--- config.mk ---
export PLATFORM = sky130hd
export DESIGN_NAME = trojan_scan_bist_flat
export DESIGN_NICKNAME = d
export VERILOG_FILES = /design/src/rtl/trojan_bist_pkg.sv /design/src/rtl/trojan_scan_bist_if.sv /design/src/rtl/trojan_bist_cmp.sv /design/src/rtl/trojan_scan_bist.sv /design/src/flat_wrapper.sv
export SDC_FILE = /design/constraint.sdc
export NUM_CORES = 1
export LEC_CHECK = 0
export CAP_MARGIN = 20
export CORE_MARGIN = 4
export CORE_UTILIZATION = 35
export CTS_BUF_LIST = sky130_fd_sc_hd__clkbuf_8
export DETAILED_ROUTE_END_ITERATION = 7
export GPL_TIMING_DRIVEN = 0
export PLACE_DENSITY_LB_ADDON = 0.25
export SYNTH_ARGS = -nofsm -noshare
export SYNTH_HDL_FRONTEND = slang
export SYNTH_SLANG_ARGS = --single-unit
--- constraint.sdc ---
create_clock -name clk -period 1.7 [get_ports clk]
set_input_delay 0.34 -clock clk [delete_from_list [all_inputs] [get_ports clk]]
set_output_delay 0.34 -clock clk [all_outputs]
set_load 0.01 [all_outputs]
--- src/rtl/trojan_bist_pkg.sv ---
// Shared types and limits for the exhaustive-pattern Trojan scan BIST.
package trojan_bist_pkg;

  typedef enum logic [1:0] {
    StIdle    = 2'd0,
    StSettle  = 2'd1,
    StCompare = 2'd2,
    StDone    = 2'd3
  } state_e;

  localparam int unsigned MaxInW    = 16;
  localparam int unsigned MaxOutW   = 32;
  localparam int unsigned MaxSettle = 255;
  localparam int unsigned SettleW   = $clog2(MaxSettle + 1);

  // Clocks from the start-accept edge to the rising edge of done for a full scan.
  function automatic int unsigned scan_len(input int unsigned in_w, input int unsigned settle);
    return (32'd1 << in_w) * (settle + 32'd1);
  endfunction

endpackage

--- src/rtl/trojan_scan_bist_if.sv ---
// Stimulus/response and result bundle between the scan BIST and its evaluation wrapper.
interface trojan_scan_bist_if #(
  parameter int unsigned IN_W  = 5,
  parameter int unsigned OUT_W = 2,
  parameter int unsigned CNT_W = 16
);

  logic             start;
  logic [IN_W-1:0]  stim;
  logic [OUT_W-1:0] golden_resp;
  logic [OUT_W-1:0] dut_resp;
  logic             busy;
  logic             done;
  logic             pass;
  logic [CNT_W-1:0] mismatch_cnt;
  logic             first_fail_valid;
  logic [IN_W-1:0]  first_fail_vec;
  logic [OUT_W-1:0] first_fail_diff;

  // BIST side
  modport master (
    input  start, golden_resp, dut_resp,
    output stim, busy, done, pass, mismatch_cnt,
    output first_fail_valid, first_fail_vec, first_fail_diff
  );

  // Wrapper side
  modport slave (
    output start, golden_resp, dut_resp,
    input  stim, busy, done, pass, mismatch_cnt,
    input  first_fail_valid, first_fail_vec, first_fail_diff
  );

endinterface

--- src/rtl/trojan_bist_cmp.sv ---
// Response comparator: XOR diff, saturating mismatch counter and first-failure capture.
module trojan_bist_cmp #(
  parameter int unsigned IN_W  = 5,
  parameter int unsigned OUT_W = 2,
  parameter int unsigned CNT_W = 16
) (
  input  logic             clk,
  input  logic             rst_n,
  input  logic             clr_i,
  input  logic             strobe_i,
  input  logic [IN_W-1:0]  stim_i,
  input  logic [OUT_W-1:0] golden_i,
  input  logic [OUT_W-1:0] dut_i,
  output logic             mismatch_o,
  output logic [CNT_W-1:0] cnt_o,
  output logic             ff_valid_o,
  output logic [IN_W-1:0]  ff_vec_o,
  output logic [OUT_W-1:0] ff_diff_o
);

  logic [OUT_W-1:0] diff;
  logic [CNT_W-1:0] cnt_q, cnt_d;
  logic             ff_valid_q, ff_valid_d;
  logic [IN_W-1:0]  ff_vec_q, ff_vec_d;
  logic [OUT_W-1:0] ff_diff_q, ff_diff_d;

  assign diff = golden_i ^ dut_i;
  // X/Z bits only register as a mismatch when the reduction resolves to 1.
  assign mismatch_o = |diff;

  always_comb begin
    cnt_d      = cnt_q;
    ff_valid_d = ff_valid_q;
    ff_vec_d   = ff_vec_q;
    ff_diff_d  = ff_diff_q;
    if (clr_i) begin
      cnt_d      = '0;
      ff_valid_d = 1'b0;
      ff_vec_d   = '0;
      ff_diff_d  = '0;
    end else if (strobe_i && mismatch_o) begin
      if (cnt_q != '1) begin
        cnt_d = cnt_q + CNT_W'(1);
      end
      if (!ff_valid_q) begin
        ff_valid_d = 1'b1;
        ff_vec_d   = stim_i;
        ff_diff_d  = diff;
      end
    end
  end

  always_ff @(posedge clk or negedge rst_n) begin
    if (!rst_n) begin
      cnt_q      <= '0;
      ff_valid_q <= 1'b0;
      ff_vec_q   <= '0;
      ff_diff_q  <= '0;
    end else begin
      cnt_q      <= cnt_d;
      ff_valid_q <= ff_valid_d;
      ff_vec_q   <= ff_vec_d;
      ff_diff_q  <= ff_diff_d;
    end
  end

  assign cnt_o      = cnt_q;
  assign ff_valid_o = ff_valid_q;
  assign ff_vec_o   = ff_vec_q;
  assign ff_diff_o  = ff_diff_q;

endmodule

--- src/rtl/trojan_scan_bist.sv ---
// Exhaustive-pattern BIST: walks stim 0..2^IN_W-1 into golden/suspect netlists and compares.
// Build option TROJAN_SCAN_STOP_ON_FAIL_EN ends the scan at the first mismatching vector.
module trojan_scan_bist
  import trojan_bist_pkg::*;
#(
  parameter int unsigned IN_W   = 5,
  parameter int unsigned OUT_W  = 2,
  parameter int unsigned SETTLE = 1,
  parameter int unsigned CNT_W  = 16
) (
  input logic                clk,
  input logic                rst_n,
  trojan_scan_bist_if.master bus
);

  localparam logic [SettleW-1:0] SettleLd  = SettleW'(SETTLE);
  localparam state_e             LoadState = (SETTLE != 0) ? StSettle : StCompare;

`ifdef TROJAN_SCAN_STOP_ON_FAIL_EN
  localparam bit StopOnFail = 1'b1;
`else
  localparam bit StopOnFail = 1'b0;
`endif

  state_e             state_q, state_d;
  logic [IN_W-1:0]    stim_q, stim_d;
  logic [SettleW-1:0] settle_q, settle_d;
  logic               clr, strobe, mismatch;
  logic [CNT_W-1:0]   cnt;

  always_comb begin
    state_d  = state_q;
    stim_d   = stim_q;
    settle_d = settle_q;
    clr      = 1'b0;
    strobe   = 1'b0;
    case (state_q)
      StIdle, StDone: begin
        if (bus.start) begin
          clr      = 1'b1;
          stim_d   = '0;
          settle_d = SettleLd;
          state_d  = LoadState;
        end
      end
      StSettle: begin
        settle_d = settle_q - SettleW'(1);
        if (settle_q == SettleW'(1)) begin
          state_d = StCompare;
        end
      end
      StCompare: begin
        strobe = 1'b1;
        // Terminating on the all-ones compare keeps stim from ever wrapping.
        if ((StopOnFail && mismatch) || (stim_q == '1)) begin
          state_d = StDone;
        end else begin
          stim_d   = stim_q + IN_W'(1);
          settle_d = SettleLd;
          state_d  = LoadState;
        end
      end
      default: state_d = StIdle;
    endcase
  end

  always_ff @(posedge clk or negedge rst_n) begin
    if (!rst_n) begin
      state_q  <= StIdle;
      stim_q   <= '0;
      settle_q <= '0;
    end else begin
      state_q  <= state_d;
      stim_q   <= stim_d;
      settle_q <= settle_d;
    end
  end

  trojan_bist_cmp #(
    .IN_W  (IN_W),
    .OUT_W (OUT_W),
    .CNT_W (CNT_W)
  ) u_cmp (
    .clk        (clk),
    .rst_n      (rst_n),
    .clr_i      (clr),
    .strobe_i   (strobe),
    .stim_i     (stim_q),
    .golden_i   (bus.golden_resp),
    .dut_i      (bus.dut_resp),
    .mismatch_o (mismatch),
    .cnt_o      (cnt),
    .ff_valid_o (bus.first_fail_valid),
    .ff_vec_o   (bus.first_fail_vec),
    .ff_diff_o  (bus.first_fail_diff)
  );

  assign bus.stim         = stim_q;
  assign bus.busy         = (state_q == StSettle) || (state_q == StCompare);
  assign bus.done         = (state_q == StDone);
  assign bus.pass         = (state_q == StDone) && (cnt == '0);
  assign bus.mismatch_cnt = cnt;

endmodule

--- src/flat_wrapper.sv ---
// flat-port wrapper written by rule: the top's interface ports become plain ports
module trojan_scan_bist_flat import trojan_bist_pkg::*;
#(
  parameter int unsigned IN_W   = 5,
  parameter int unsigned OUT_W  = 2,
  parameter int unsigned SETTLE = 1,
  parameter int unsigned CNT_W  = 16
)
  (clk, rst_n, bus_start, bus_golden_resp, bus_dut_resp, bus_stim, bus_busy, bus_done, bus_pass, bus_mismatch_cnt, bus_first_fail_valid, bus_first_fail_vec, bus_first_fail_diff);
  trojan_scan_bist_if #(.IN_W(IN_W), .OUT_W(OUT_W), .CNT_W(CNT_W)) bus_i ();
  input logic clk;
  input logic rst_n;
  input wire logic [$bits(bus_i.start)-1:0] bus_start;
  input wire logic [$bits(bus_i.golden_resp)-1:0] bus_golden_resp;
  input wire logic [$bits(bus_i.dut_resp)-1:0] bus_dut_resp;
  output wire logic [$bits(bus_i.stim)-1:0] bus_stim;
  output wire logic [$bits(bus_i.busy)-1:0] bus_busy;
  output wire logic [$bits(bus_i.done)-1:0] bus_done;
  output wire logic [$bits(bus_i.pass)-1:0] bus_pass;
  output wire logic [$bits(bus_i.mismatch_cnt)-1:0] bus_mismatch_cnt;
  output wire logic [$bits(bus_i.first_fail_valid)-1:0] bus_first_fail_valid;
  output wire logic [$bits(bus_i.first_fail_vec)-1:0] bus_first_fail_vec;
  output wire logic [$bits(bus_i.first_fail_diff)-1:0] bus_first_fail_diff;
  assign bus_i.start = bus_start;
  assign bus_i.golden_resp = bus_golden_resp;
  assign bus_i.dut_resp = bus_dut_resp;
  assign bus_stim = bus_i.stim;
  assign bus_busy = bus_i.busy;
  assign bus_done = bus_i.done;
  assign bus_pass = bus_i.pass;
  assign bus_mismatch_cnt = bus_i.mismatch_cnt;
  assign bus_first_fail_valid = bus_i.first_fail_valid;
  assign bus_first_fail_vec = bus_i.first_fail_vec;
  assign bus_first_fail_diff = bus_i.first_fail_diff;
  trojan_scan_bist #(.IN_W(IN_W), .OUT_W(OUT_W), .SETTLE(SETTLE), .CNT_W(CNT_W)) u_core (.clk(clk), .rst_n(rst_n), .bus(bus_i));
endmodule
# ---- Word level (Yosys, flattened, before mapping)
# Index checks and enable logic that the tools add are counted.
dict set report classes {
  addsub 3
  multipliers 0
  div 0
  n_lt_le_gt_ge 0
  eq_ne 10
  shifts 0
  mux 24
  bitwise 1
  reduce_logical 15
}
# cell count
set ops {}
lappend ops {{$mux W16} 3}
lappend ops {{$mux W5} 5}
lappend ops {{$pmux W8 S3} 1}
lappend ops {{$add A16 B1 Y16 const B} 1}
lappend ops {{$logic_not A16 Y1} 1}
lappend ops {{$mux W8} 2}
lappend ops {{$ne A16 B16 Y1 const B} 1}
lappend ops {{$mux W2} 6}
lappend ops {{$pmux W5 S2} 1}
lappend ops {{$eq A8 B1 Y1 const B} 1}
lappend ops {{$reduce_and A2 Y1} 4}
lappend ops {{$sub A8 B1 Y8 const B} 1}
lappend ops {{$pmux W2 S3} 1}
lappend ops {{$reduce_bool A2 Y1} 3}
lappend ops {{$add A5 B1 Y5 const B} 1}
lappend ops {{$eq A5 B5 Y1 const B} 1}
lappend ops {{$mux W1} 5}
lappend ops {{$eq A2 B2 Y1 const B} 2}
lappend ops {{$ne A2 B1 Y1 const B} 2}
lappend ops {{$ne A2 B2 Y1 const B} 2}
lappend ops {{$reduce_or A2 Y1} 2}
lappend ops {{$reduce_and A3 Y1} 1}
lappend ops {{$eq A2 B1 Y1 const B} 1}
lappend ops {{$logic_and A1 B1 Y1} 2}
lappend ops {{other kinds (3)} 3}
dict set report word_totals {
  ff_bits 39
  latchBits 0
  ram_bits 0
  rom_bits 0
  elab_cells 60
  memories 0
}

# ---- Depth between registers and ports, before layout
# Gate-level depths: netlist (run 1).
dict set report depth {
  ltp_word 5
  depth_mapped 7
}

# ---- Modules after synthesis
# From an unflattened synthesis (run 1), not the netlist that was laid out.
dict set report unflattened {
  hier_cells 224
  area_unflattened_um2 2215.9
}
# module n_inst cells_per_inst area_each_um2 seq_area_each_um2
set modules_own_cells {}
lappend modules_own_cells {trojan_bist_cmp 1 131 1293.7 600.6}
lappend modules_own_cells {trojan_scan_bist 1 93 922.1 375.4}

# ---- Least setup slack after synthesis (run 1)
# OpenSTA, ideal clock, no wires.
dict set report synth_path {
  path_kind {reg-to-reg}
  start {register u_core.stim_q[0] (netlist: u_core.bus.stim[0])}
  end {register u_core.settle_q[6]}
  setup_ps 110
  arrival_ps 1686
  t_required_ps 1590
  slack_ps -96
  path_stages_with_launch 8
  n_path_buf 0
  path_cell_list {dfrtp_1 ha_1 and3_1 ha_1 nand2_1 and3_1 nand3_1 o41ai_1}
}
dict set report synth_between {
  elab_chain_cells 3
}
# element line_no
set synth_lines {}
lappend synth_lines {{start: declaration} trojan_scan_bist.sv:26} ;# logic [IN_W-1:0] stim_q, stim_d;
lappend synth_lines {{start signal: assignment} trojan_scan_bist.sv:74} ;# stim_q <= stim_d;
lappend synth_lines {{$eq A5 B5 Y1} trojan_scan_bist.sv:55} ;# if ((StopOnFail && mismatch) || (stim_q == '1)) begin
lappend synth_lines {{$ne A2 B2 Y1 (no line)} -}
lappend synth_lines {{$reduce_and A2 Y1 (no line)} -}
lappend synth_lines {{end signal: assignment} trojan_scan_bist.sv:75} ;# settle_q <= settle_d;
lappend synth_lines {{end: declaration} trojan_scan_bist.sv:27} ;# logic [SettleW-1:0] settle_q, settle_d;
# No other way between the ends.
# A chain may end at the register's enable or synchronous reset.

# ---- Worst setup path in the final report (run 1)
dict set report layout_path {
  start {register u_core.u_cmp.cnt_q[0] (netlist: u_core.u_cmp.cnt_o[0])}
  end {register u_core.u_cmp.cnt_q[5] (netlist: u_core.u_cmp.cnt_o[5])}
}
dict set report layout_between {
  elab_chain_cells 4
}
# element line_no
set layout_lines {}
lappend layout_lines {{start: declaration} trojan_bist_cmp.sv:22} ;# logic [CNT_W-1:0] cnt_q, cnt_d;
lappend layout_lines {{start signal: assignment} trojan_bist_cmp.sv:60} ;# cnt_q <= cnt_d;
lappend layout_lines {{$add A16 B1 Y16} trojan_bist_cmp.sv:43} ;# cnt_d = cnt_q + CNT_W'(1);
lappend layout_lines {{$mux W16} trojan_bist_cmp.sv:42} ;# if (cnt_q != '1) begin
lappend layout_lines {{$mux W16} trojan_bist_cmp.sv:41} ;# end else if (strobe_i && mismatch_o) begin
lappend layout_lines {{$mux W16} trojan_bist_cmp.sv:36} ;# if (clr_i) begin
# Several ways; a longest one is shown, not always the timed one. The select of a mux whose other input is x is not followed.

==> results.sh, run 1 <==
export IMPL_htreeDepth=2
export IMPL_floorplan_die_height_um=88.4
export IMPL_synth_top_flop_cell="sky130_fd_sc_hd__dfrtp_1"
export IMPL_worst_path_largest_cell_delay_ns=0.51
export IMPL_cts_sinks=39
export IMPL_drt_initial_drc_count=77
export IMPL_outcome="finished with violations"
export IMPL_floorplan_core_area_um2=6310
export IMPL_crit_fanout=10
export IMPL_design_portCount=39
export IMPL_critPathRequiredTime_ns=1.92
export IMPL_final_min_clock_period_ns=1.79
export IMPL_slew_headroom_pct=65.9
export IMPL_synth_seq_area_share_pct=43.2
export IMPL_unrepaired_setup_endpoints_after_global_routing="yes"
export IMPL_critical_path_endpoint_type="flip-flop"
export IMPL_synth_seq_cells=39
export IMPL_cp_slowest_cell="sky130_fd_sc_hd__or4_1"
export IMPL_number_of_global_route_vias_before_repair=2093
export IMPL_clockBufferDepth=2
export IMPL_syn_area_per_cell_um2=9.57
export IMPL_drcViolationCount=0
export IMPL_die_width_um=88.4
export IMPL_clock_tree_root_buffer_cell="sky130_fd_sc_hd__clkbuf_8"
export IMPL_drv_cap=0
export IMPL_cts_reportedPaths_clkPinSlew_ns=0.08
export IMPL_asyncSetResetFlopFracSynth_pct=100
export IMPL_track_usage_pct=16.5
export IMPL_num_vias=2211
export IMPL_hold_crit_class="in2async"
export IMPL_tightest_slew_ns=0.508
export IMPL_avgRoutedWirePerCell_um=16.1
export IMPL_timing_worst_setup_path_type="reg2reg"
export IMPL_cts_inserted_buffers=5
export IMPL_post_synth_top_area_fraction_pct=43.2
export IMPL_die_area_um2=7810
export IMPL_globalplace_congestion=0.814
export IMPL_grt_start_max_net_pins=26
export IMPL_io_buffer_count=38
export IMPL_antenna_found_initial=0
export IMPL_ys_top_cells_by_area="sky130_fd_sc_hd__dfrtp_1 43%, sky130_fd_sc_hd__a21oi_1 5.5%, sky130_fd_sc_hd__ha_1 5.5%, sky130_fd_sc_hd__or4_1 4.0%, sky130_fd_sc_hd__nand2_1 3.7%"
export IMPL_final_max_slew_violation_count=0
export IMPL_globalRoute_totalOverflow=0
export IMPL_leakage_nw=1.42
export IMPL_syn_instance_count=236
export IMPL_timing_critical_path_cells="buf_6, ha_4, nand3_2, nor4_1, buf_4, or4_1, a21oi_2"
export IMPL_synth_net_count=253
export IMPL_synth_top_area_cell="sky130_fd_sc_hd__dfrtp_1"
export IMPL_wirelength_mm=6.31
export IMPL_layout_worst_path_cycle_share_pct=105
export IMPL_synth_enable_flop_cells=0
export IMPL_detailedPlacementHpwl_mm=4.14
export IMPL_final_cells=392
export IMPL_numPlacedInstances=352
export IMPL_final_setup_skew_ns=0.00879
export IMPL_num_rows=29
export IMPL_cp_start_kind="flip-flop"
export IMPL_most_common_library_cell_in_the_layout_ignoring_fill_and_taps="sky130_fd_sc_hd__buf_4"
export IMPL_syn_to_final_growth_pct=50.8
export IMPL_ys_types=44
export IMPL_final_hold_violation_count=0
export IMPL_tritoncts="yes"
export IMPL_hold_slack_ns=0.493
export IMPL_layout_core_utilization_pct=54.0
export IMPL_length_of_the_first_detailed_routing_pass_in_iterations=5
export IMPL_global_route_wire_length_before_repair_mm=10.2
export IMPL_floorplan_initialDensity_pct=35.8
export IMPL_insertion_delay_ns=0.30
export IMPL_post_route_ant_nets=0
export IMPL_dpl_worst_slack_ns=-0.567
export IMPL_insertedDiodeCount=0
export IMPL_drive_gt1_share_pct=35.2
export IMPL_timing_fmax_mhz=558
export IMPL_dr_vias_cell=5.64
export IMPL_design_final_nets=331
export IMPL_layout_cells_most_common_list="32 x sky130_fd_sc_hd__buf_4, 27 x sky130_fd_sc_hd__clkdlybuf4s50_1, 27 x sky130_fd_sc_hd__dfrtp_1"
export IMPL_power_density_nw_per_um2=1220
export IMPL_timing_final_setup_violations=11
export IMPL_failed_checks="setup timing"
export IMPL_timing_critical_path_arrival_ns=2.01
export IMPL_setup_slack_ns=-0.0930
export IMPL_irDropWorstVdd_mv=0.762
export IMPL_yosys_warnings=0
export IMPL_synth_cell_area_um2=2260
## logic make-up (layout without fill, tap and decap cells)
| logic type | count (synthesis) | after routing | synth area share, % |
|---|---|---|---|
| AND/OR/NAND/NOR | 86 | 86 | 21.5 |
| adder cells (fa/ha/maj) | 10 | 10 | 5.54 |
| multiplexers | 7 | 7 | 3.10 |
| buffers and inverters | 20 | 99 | 3.77 |
| AO/OA/AOI/OAI | 70 | 70 | 21.0 |
| XOR/XNOR | 4 | 4 | 1.88 |
| flip-flops | 39 | 39 | 43.2 |
## report_power, final
part	internal, mW	switching, mW
combinational	1.06	1.02
clock	0.365	0.335
sequential	1.14	0.245
## per-stage QoR
step	cell area [um^2]	setup TNS [ns]	total power, mW
finish	3410	-0.537	4.16
global route	3410	-2.05	4.47
CTS	3200	-0.167	3.97
detailed placement	2770	-11.29	2.91
global placement	2750	-40.66	2.88
floorplan	2280	0	2.32
## state kept, by name, indices dropped and copies added (netlist names)
signal                   flops
u_core.state_q               2
u_core.bus.stim              5
u_core.u_cmp.cnt_o          16
u_core.u_cmp.ff_valid_o      1
u_core.u_cmp.ff_diff_o       2
u_core.u_cmp.ff_vec_o        5
u_core.settle_q              8
## area by class of cell
cell class              instances  area (um^2)
inverters                      12         45.0
repair buffers                 72          639
multi-input cells             177         1490
clock inverters                 1         3.75
flip-flops and latches         39          991
fillers                       571         2910
clock buffers                   7         96.3
well taps                      77         96.3
plain buffers                   7         46.3
## metal layers
| layer | vias up | track usage (%) | routed length (um) | share of wire [%] |
|---|---|---|---|---|
| met5 | - | 0 | 0 | 0 |
| met3 | 9 | 2.51 | 190 | 3.0 |
| met1 | 1110 | 21.8 | 2870 | 45 |
| met4 | 0 | 4.95 | 80 | 1.3 |
| li1 | 1055 | - | - | - |
| met2 | 37 | 27.9 | 3170 | 50 |
## timing repair
item	4_1_cts	5_1_grt
gates resized for setup	51	38
setup endpoints to repair	41	38
endpoints found under the hold margin	14	0
setup buffers	23	9
pin swaps	15	7
hold buffers	1	0
## synthesized netlist by cell type, types with 2 or more instances
library cell and n:
sky130_fd_sc_hd__nand4_1 4, sky130_fd_sc_hd__buf_2 2, sky130_fd_sc_hd__nor4_1 4, sky130_fd_sc_hd__clkbuf_1 5
sky130_fd_sc_hd__nor4b_1 2, sky130_fd_sc_hd__nor2b_1 2, sky130_fd_sc_hd__nand2_1 22, sky130_fd_sc_hd__o21ai_0 8
sky130_fd_sc_hd__a211oi_1 2, sky130_fd_sc_hd__nor2_1 7, sky130_fd_sc_hd__o41ai_1 2, sky130_fd_sc_hd__a21oi_1 25
sky130_fd_sc_hd__dfrtp_1 39, sky130_fd_sc_hd__and3_1 3, sky130_fd_sc_hd__o31ai_1 11, sky130_fd_sc_hd__a21o_1 4
sky130_fd_sc_hd__nand2b_1 4, sky130_fd_sc_hd__nand3_1 10, sky130_fd_sc_hd__xnor2_1 2, sky130_fd_sc_hd__ha_1 10
sky130_fd_sc_hd__or4_1 12, sky130_fd_sc_hd__mux2i_1 7, sky130_fd_sc_hd__o211ai_1 3, sky130_fd_sc_hd__a22o_1 3
sky130_fd_sc_hd__inv_1 12, sky130_fd_sc_hd__a32o_1 3, sky130_fd_sc_hd__nor3_1 7, sky130_fd_sc_hd__o21a_1 2
sky130_fd_sc_hd__and4_1 4
## critical path, delay by kind of cell (launching register included)
kind	cells	cell delay, ns
DFF	1	0.40
adders and majority gates	1	0.16
buffers and inverters	2	0.32
and+or+nand+nor	3	0.71
AOI/OAI and AO/OA	1	0.13
## path summary, 6_finish.rpt
| check | start | endpoint | slack, ns | cells after the start |
|---|---|---|---|---|
| min in group clk | u_core.settle_q[7] | u_core.settle_q[7] | 0.51 | 1 |
| min reg2reg | u_core.settle_q[7] | u_core.settle_q[7] | 0.51 | 1 |
| max | u_core.u_cmp.cnt_o[0] | u_core.u_cmp.cnt_o[5] | -0.09 | 7 |
| max reg2reg | u_core.u_cmp.cnt_o[0] | u_core.u_cmp.cnt_o[5] | -0.09 | 7 |
| max in group asynchronous | rst_n | u_core.state_q[1] | 0.72 | 3 |
| min | rst_n | u_core.u_cmp.cnt_o[14] | 0.49 | 2 |
(Power assumes the default switching activity.)
==> run 2, diff against run 1 <==
Settings changed: CORE_ASPECT_RATIO set to 0.8.
==> run 2 against run 1 <==
The run still ends with setup timing left. Largest power group unchanged. Highest routed layer unchanged. Routed wire length is 9.3% higher. Flip-flop and latch count did not move. Critical path type unchanged. Register-to-register slack got worse by 0.04 ns.
==> results.sh, run 2 (synthesis gave the netlist of run 1 again) <==
export IMPL_drive_gt1_share_pct=40.5
export IMPL_dr_wl_met2_mm=3.20
export IMPL_design_portCount=39
export IMPL_clockBufferDepth=2
export IMPL_timing_fmax_mhz=545
export IMPL_power_density_nw_per_um2=1150
export IMPL_syn_to_final_growth_pct=55.5
export IMPL_setup_slack_ns=-0.136
export IMPL_tightest_slew_ns=0.528
export IMPL_crit_end="u_core.u_cmp.cnt_o[14]"
export IMPL_leakage_nw=1.55
export IMPL_final_hold_violation_count=0
export IMPL_failed_checks="setup timing"
export IMPL_die_width_um=97.8
export IMPL_globalplace_congestion=0.854
export IMPL_dr_vias_cell=5.48
export IMPL_post_route_ant_nets=0
export IMPL_length_of_the_first_detailed_routing_pass_in_iterations=4
export IMPL_track_usage_pct=17.2
export IMPL_detailedPlacementHpwl_mm=4.37
export IMPL_num_rows=25
export IMPL_wirelength_mm=6.90
export IMPL_timing_final_setup_violations=10
export IMPL_htreeDepth=2
export IMPL_timing_worst_setup_path_type="reg2reg"
export IMPL_cts_sinks=39
export IMPL_design_final_nets=337
export IMPL_critical_path_endpoint_type="flip-flop"
export IMPL_clock_tree_root_buffer_cell="sky130_fd_sc_hd__clkbuf_8"
export IMPL_hold_crit_class="in2async"
export IMPL_met1_length_mm=3.37
export IMPL_final_max_slew_violation_count=0
export IMPL_crit_fanout=4
export IMPL_most_common_library_cell_in_the_layout_ignoring_fill_and_taps="sky130_fd_sc_hd__buf_4"
export IMPL_critPathRequiredTime_ns=1.92
export IMPL_avgRoutedWirePerCell_um=17.2
export IMPL_numPlacedInstances=356
export IMPL_final_setup_skew_ns=0.0228
export IMPL_slew_headroom_pct=64.5
export IMPL_met3_wl_um=309
export IMPL_layout_cells_most_common_list="37 x sky130_fd_sc_hd__buf_4, 22 x sky130_fd_sc_hd__clkdlybuf4s50_1, 20 x sky130_fd_sc_hd__nand2_1, 20 x sky130_fd_sc_hd__dfrtp_2, 19 x sky130_fd_sc_hd__dfrtp_1"
export IMPL_floorplan_die_height_um=79.9
export IMPL_drcViolationCount=0
export IMPL_num_vias=2201
export IMPL_antenna_found_initial=0
export IMPL_worstReg2RegEnd="u_core.u_cmp.cnt_o[14]"
export IMPL_final_cells=402
export IMPL_die_area_um2=7810
export IMPL_worstReg2RegStart="u_core.u_cmp.cnt_o[1]"
export IMPL_insertedDiodeCount=0
export IMPL_tns_ns=-0.694
export IMPL_largest_register_ffs=16
export IMPL_tritoncts="yes"
export IMPL_cts_inserted_buffers=5
export IMPL_fin_total_pwr_mw=4.03
export IMPL_irDropWorstVdd_mv=0.595
export IMPL_floorplan_initialDensity_pct=37.2
export IMPL_floorplan_core_area_um2=6070
export IMPL_outcome="finished with violations"
export IMPL_final_min_clock_period_ns=1.84
export IMPL_drv_cap=0
export IMPL_drt_initial_drc_count=106
export IMPL_worst_r2r_setup_slack_ns=-0.14
export IMPL_cp_start_kind="flip-flop"
export IMPL_timing_critical_path_arrival_ns=2.05
export IMPL_layout_worst_path_cycle_share_pct=108
export IMPL_worstSetupStartpoint="u_core.u_cmp.cnt_o[1]"
export IMPL_global_route_wire_length_before_repair_mm=10.9
export IMPL_dr_max_layer_used="met4"
export IMPL_insertion_delay_ns=0.30
export IMPL_globalRoute_totalOverflow=0
export IMPL_r2r_cells=6
export IMPL_cts_reportedPaths_clkPinSlew_ns=0.10
export IMPL_grt_start_max_net_pins=22
export IMPL_io_buffer_count=38
export IMPL_number_of_global_route_vias_before_repair=2104
export IMPL_unrepaired_setup_endpoints_after_global_routing="yes"
==> run 2: cell types whose count changed in the layout (fill, tap and decap cells not counted), sizes merged <==
cell,change
clkdlybuf4s50,-5
buf,+7
dlymetal6s2s,+5
clkbuf,-3
clkinvlp,+2
dlygate4sd2,+1
dlygate4sd3,-1
==> run 2: worst min path at each step <==
stage | to | from
after detailed placement | u_core.u_cmp.cnt_o[15] | rst_n
after floorplan | u_core.bus.stim[0] | rst_n
after CTS | u_core.u_cmp.cnt_o[6] | rst_n
final | u_core.bus.stim[2] | rst_n
after global routing | u_core.u_cmp.cnt_o[6] | rst_n
after global placement | u_core.settle_q[6] | u_core.settle_q[6]
==> run 2: critical path, cell delays in order (launching register included) <==
cell and delay, ns:
sky130_fd_sc_hd__dfrtp_1 0.40, sky130_fd_sc_hd__buf_6 0.13, sky130_fd_sc_hd__ha_4 0.15, sky130_fd_sc_hd__and3_4 0.19
sky130_fd_sc_hd__o211ai_1 0.18, sky130_fd_sc_hd__or4_1 0.57, sky130_fd_sc_hd__a21oi_2 0.14
==> run 2: layout make-up <==
type	count	area [um^2]
Clock buffer	5	68.8
Buffer	7	46.3
Sequential cell	39	1000
Clock inverter	3	23.8
Fill cell	525	2550
Multi-Input combinational cell	177	1520
Tap cell	81	101
Timing Repair Buffer	78	711
Inverter	12	45.0
==> run 2: routing by layer <==
layer / up-vias / global-route usage (%)
met5: - / 0
met4: 0 / 3.46
met2: 41 / 26.3
met1: 1088 / 24.9
met3: 4 / 3.84
li1: 1068 / -
==> run 2: timing repair <==
action	4_1_cts	5_1_grt
setup buffers	21	17
resized for setup	71	40
cloned	1	0
setup endpoints to repair	46	38
hold buffers	0	0
pin swaps	21	15
==> run 2: per-stage QoR <==
step	cell area, um^2	hold slack (ns)	utilization (%)	worst slack (ns)
finish	3510	0.00759	57.9	-0.136
global route	3510	0.0335	57.9	-0.193
CTS	3250	0.0148	53.6	-0.105
detailed placement	2780	0.348	45.8	-0.582
global placement	2760	0.461	45.4	-0.926
floorplan	2280	0.0444	-	0.0129
==> run 2: where the power goes <==
| group | internal (mW) | switching [mW] | leakage, nW |
|---|---|---|---|
| sequential | 1.14 | 0.240 | 0.499 |
| clock | 0.294 | 0.369 | 0.0408 |
| combinational | 0.974 | 1.00 | 1.01 |
| total | 2.41 | 1.61 | 1.55 |
==> run 3, diff against run 2 <==
Settings changed: CORE_MARGIN 4 to 2.
==> run 3 against run 2 <==
The run still ends with setup timing left. First-iteration DRC count grew 2.8%. Final cell count grew 1.2%. Cell area rose by 0.68%. Flip-flop and latch count did not move. Clock power increased by 21%. Clock skew down 0.016 ns. Maximum frequency decreased by 0.75%. Count of clock-buffer cells in the layout unchanged. Total power grew 6.3%. Non-clock buffer count rose by 2. Hold slack improved by 0.41 ns. Largest cell class unchanged. Largest power group unchanged.
==> results.sh, run 3 (synthesis gave the netlist of run 1 again) <==
export IMPL_outcome="finished with violations"
export IMPL_failed_checks="setup timing"
export IMPL_unrepaired_setup_endpoints_after_global_routing="yes"
export IMPL_global_route_wire_length_before_repair_mm=10.2
export IMPL_syn_to_final_growth_pct=56.6
export IMPL_drt_initial_drc_count=109
export IMPL_setup_slack_ns=-0.150
export IMPL_clockBufferDepth=2
export IMPL_timing_final_setup_violations=9
export IMPL_insertion_delay_ns=0.30
export IMPL_leakage_nw=1.54
export IMPL_final_hold_violation_count=0
export IMPL_drv_cap=0
export IMPL_numPlacedInstances=359
export IMPL_layout_cell_area_non_filler_um2=3540
export IMPL_design_final_nets=339
export IMPL_drive_gt1_share_pct=38.4
export IMPL_drcViolationCount=0
export IMPL_length_of_the_first_detailed_routing_pass_in_iterations=4
export IMPL_number_of_global_route_vias_before_repair=2160
export IMPL_io_buffer_count=38
export IMPL_use_met2_pct=30.7
export IMPL_dpl_worst_slack_ns=-0.572
export IMPL_die_area_um2=7120
export IMPL_power_combinational_fraction_pct=49.0
export IMPL_globalplace_congestion=0.831
export IMPL_final_min_clock_period_ns=1.85
export IMPL_layout_worst_path_cycle_share_pct=109
export IMPL_final_layout_fill_cell_count=568
export IMPL_clock_power_share_pct=18.7
export IMPL_switching_share_pct=38.7
export IMPL_die_width_um=93.8
export IMPL_cp_start_kind="flip-flop"
export IMPL_irDropWorstVdd_mv=0.615
export IMPL_timing_fmax_mhz=541
export IMPL_final_cells=407
export IMPL_largest_register_ffs=16
export IMPL_power_density_nw_per_um2=1210
export IMPL_floorplan_initialDensity_pct=35.8
export IMPL_cts_inserted_buffers=5
export IMPL_clock_tree_root_buffer_cell="sky130_fd_sc_hd__clkbuf_8"
export IMPL_worst_r2r_setup_slack_ns=-0.10
export IMPL_antenna_found_initial=0
export IMPL_dpl_cell_area_um2=2780
export IMPL_final_max_slew_violation_count=0
export IMPL_detailedPlacementHpwl_mm=4.06
export IMPL_hold_crit_class="in2async"
export IMPL_slew_headroom_pct=65.1
export IMPL_avgRoutedWirePerCell_um=16.9
export IMPL_crit_fanout=3
export IMPL_globalRoute_totalOverflow=0
export IMPL_cts_sinks=39
export IMPL_num_rows=26
export IMPL_critPathRequiredTime_ns=1.36
export IMPL_internal_power_mw=2.63
export IMPL_power_frac_seq_pct=32.4
export IMPL_critical_path_endpoint_type="output port"
export IMPL_most_common_library_cell_in_the_layout_ignoring_fill_and_taps="sky130_fd_sc_hd__buf_4"
export IMPL_layout_cells_most_common_list="39 x sky130_fd_sc_hd__buf_4, 24 x sky130_fd_sc_hd__clkdlybuf4s50_1, 22 x sky130_fd_sc_hd__a21oi_1"
export IMPL_cts_reportedPaths_clkPinSlew_ns=0.09
export IMPL_grt_met3_usage_pct=3.96
export IMPL_floorplan_die_height_um=75.9
export IMPL_track_usage_pct=18.3
export IMPL_design_portCount=39
export IMPL_use_met1_pct=24.1
export IMPL_wirelength_mm=6.89
export IMPL_timing_critical_path_arrival_ns=1.51
export IMPL_gr_max_usage_layer="met2"
export IMPL_floorplan_core_area_um2=6310
export IMPL_timing_worst_setup_path_type="reg2out"
export IMPL_tightest_slew_ns=0.518
export IMPL_final_setup_skew_ns=0.00655
export IMPL_dr_vias_cell=5.70
export IMPL_tritoncts="yes"
export IMPL_insertedDiodeCount=0
export IMPL_post_route_ant_nets=0
export IMPL_htreeDepth=2
export IMPL_num_vias=2321
export IMPL_power_switching_mw=1.65
export IMPL_hold_slack_ns=0.418
export IMPL_fin_total_pwr_mw=4.28
export IMPL_grt_start_max_net_pins=33
==> run 3: changes by cell type in the layout (fill, tap and decap cells not counted), sizes merged <==
cell / delta
inv: -1
dlygate4sd2: -1
clkbuf: -1
clkinvlp: -2
bufinv: +1
clkinv: +2
dlygate4sd3: +1
clkdlybuf4s50: +2
dlymetal6s2s: -2
buf: +3
==> run 3: through the flow <==
step / setup TNS [ns] / utilization [%]
5_1_grt: -1.60 / 56.1
6_report: -0.541 / 56.1
2_1_floorplan: 0 / -
3_3_place_gp: -40.67 / 43.8
3_5_place_dp: -10.78 / 44.0
4_1_cts: -0.200 / 51.2
==> run 3: path summary, 6_finish.rpt <==
path	cells past startpoint	to	startpoint
max reg2reg	6	u_core.u_cmp.cnt_o[10]	u_core.u_cmp.cnt_o[0]
min in group clk	1	u_core.settle_q[6]	u_core.settle_q[6]
max	4	bus_pass	u_core.state_q[1]
min reg2reg	1	u_core.settle_q[6]	u_core.settle_q[6]
max in group asynchronous	3	u_core.bus.stim[1]	rst_n
min	2	u_core.u_cmp.cnt_o[7]	rst_n
==> run 3: power by group through the flow <==
stage / sequential (mW) / clock, mW / combinational, mW
3_3_place_gp: 1.39 / 0 / 1.49
5_1_grt: 1.42 / 0.852 / 2.30
2_1_floorplan: 1.39 / 0 / 0.928
4_1_cts: 1.36 / 0.814 / 1.83
6_report: 1.38 / 0.799 / 2.10
3_5_place_dp: 1.40 / 0 / 1.53
==> run 3: timing repair <==
item,4_1_cts,5_1_grt
hold endpoints to repair,7,0
gates cloned,1,0
hold buffers,1,0
setup buffers,18,21
resized for setup,66,43
pin swaps,12,17
endpoints found under the setup margin,45,35
==> run 3: worst max-delay path: stages (launching register included) <==
cell and delay [ns]:
sky130_fd_sc_hd__dfrtp_1 0.44, sky130_fd_sc_hd__ha_2 0.24, sky130_fd_sc_hd__nor4b_4 0.18, sky130_fd_sc_hd__and4_1 0.22
sky130_fd_sc_hd__buf_2 0.13
==> run 3: layer usage <==
metal	up-vias	part of all wire (%)	wire [um]
li1	1088	-	-
met1	1153	43	2950
met2	69	51	3480
met3	11	5.6	386
met4	0	1.1	74
met5	-	0	0
==> run 3: cell type report <==
class	instances	area, um^2	share of cell area, %
multi-input cells	177	1520	42.9
flip-flops and latches	39	998	28.2
repair buffers	80	711	20.1
well taps	84	105	2.97
clock buffers	5	68.8	1.94
plain buffers	7	50.0	1.41
inverters	12	45.0	1.27
clock inverters	3	43.8	1.24
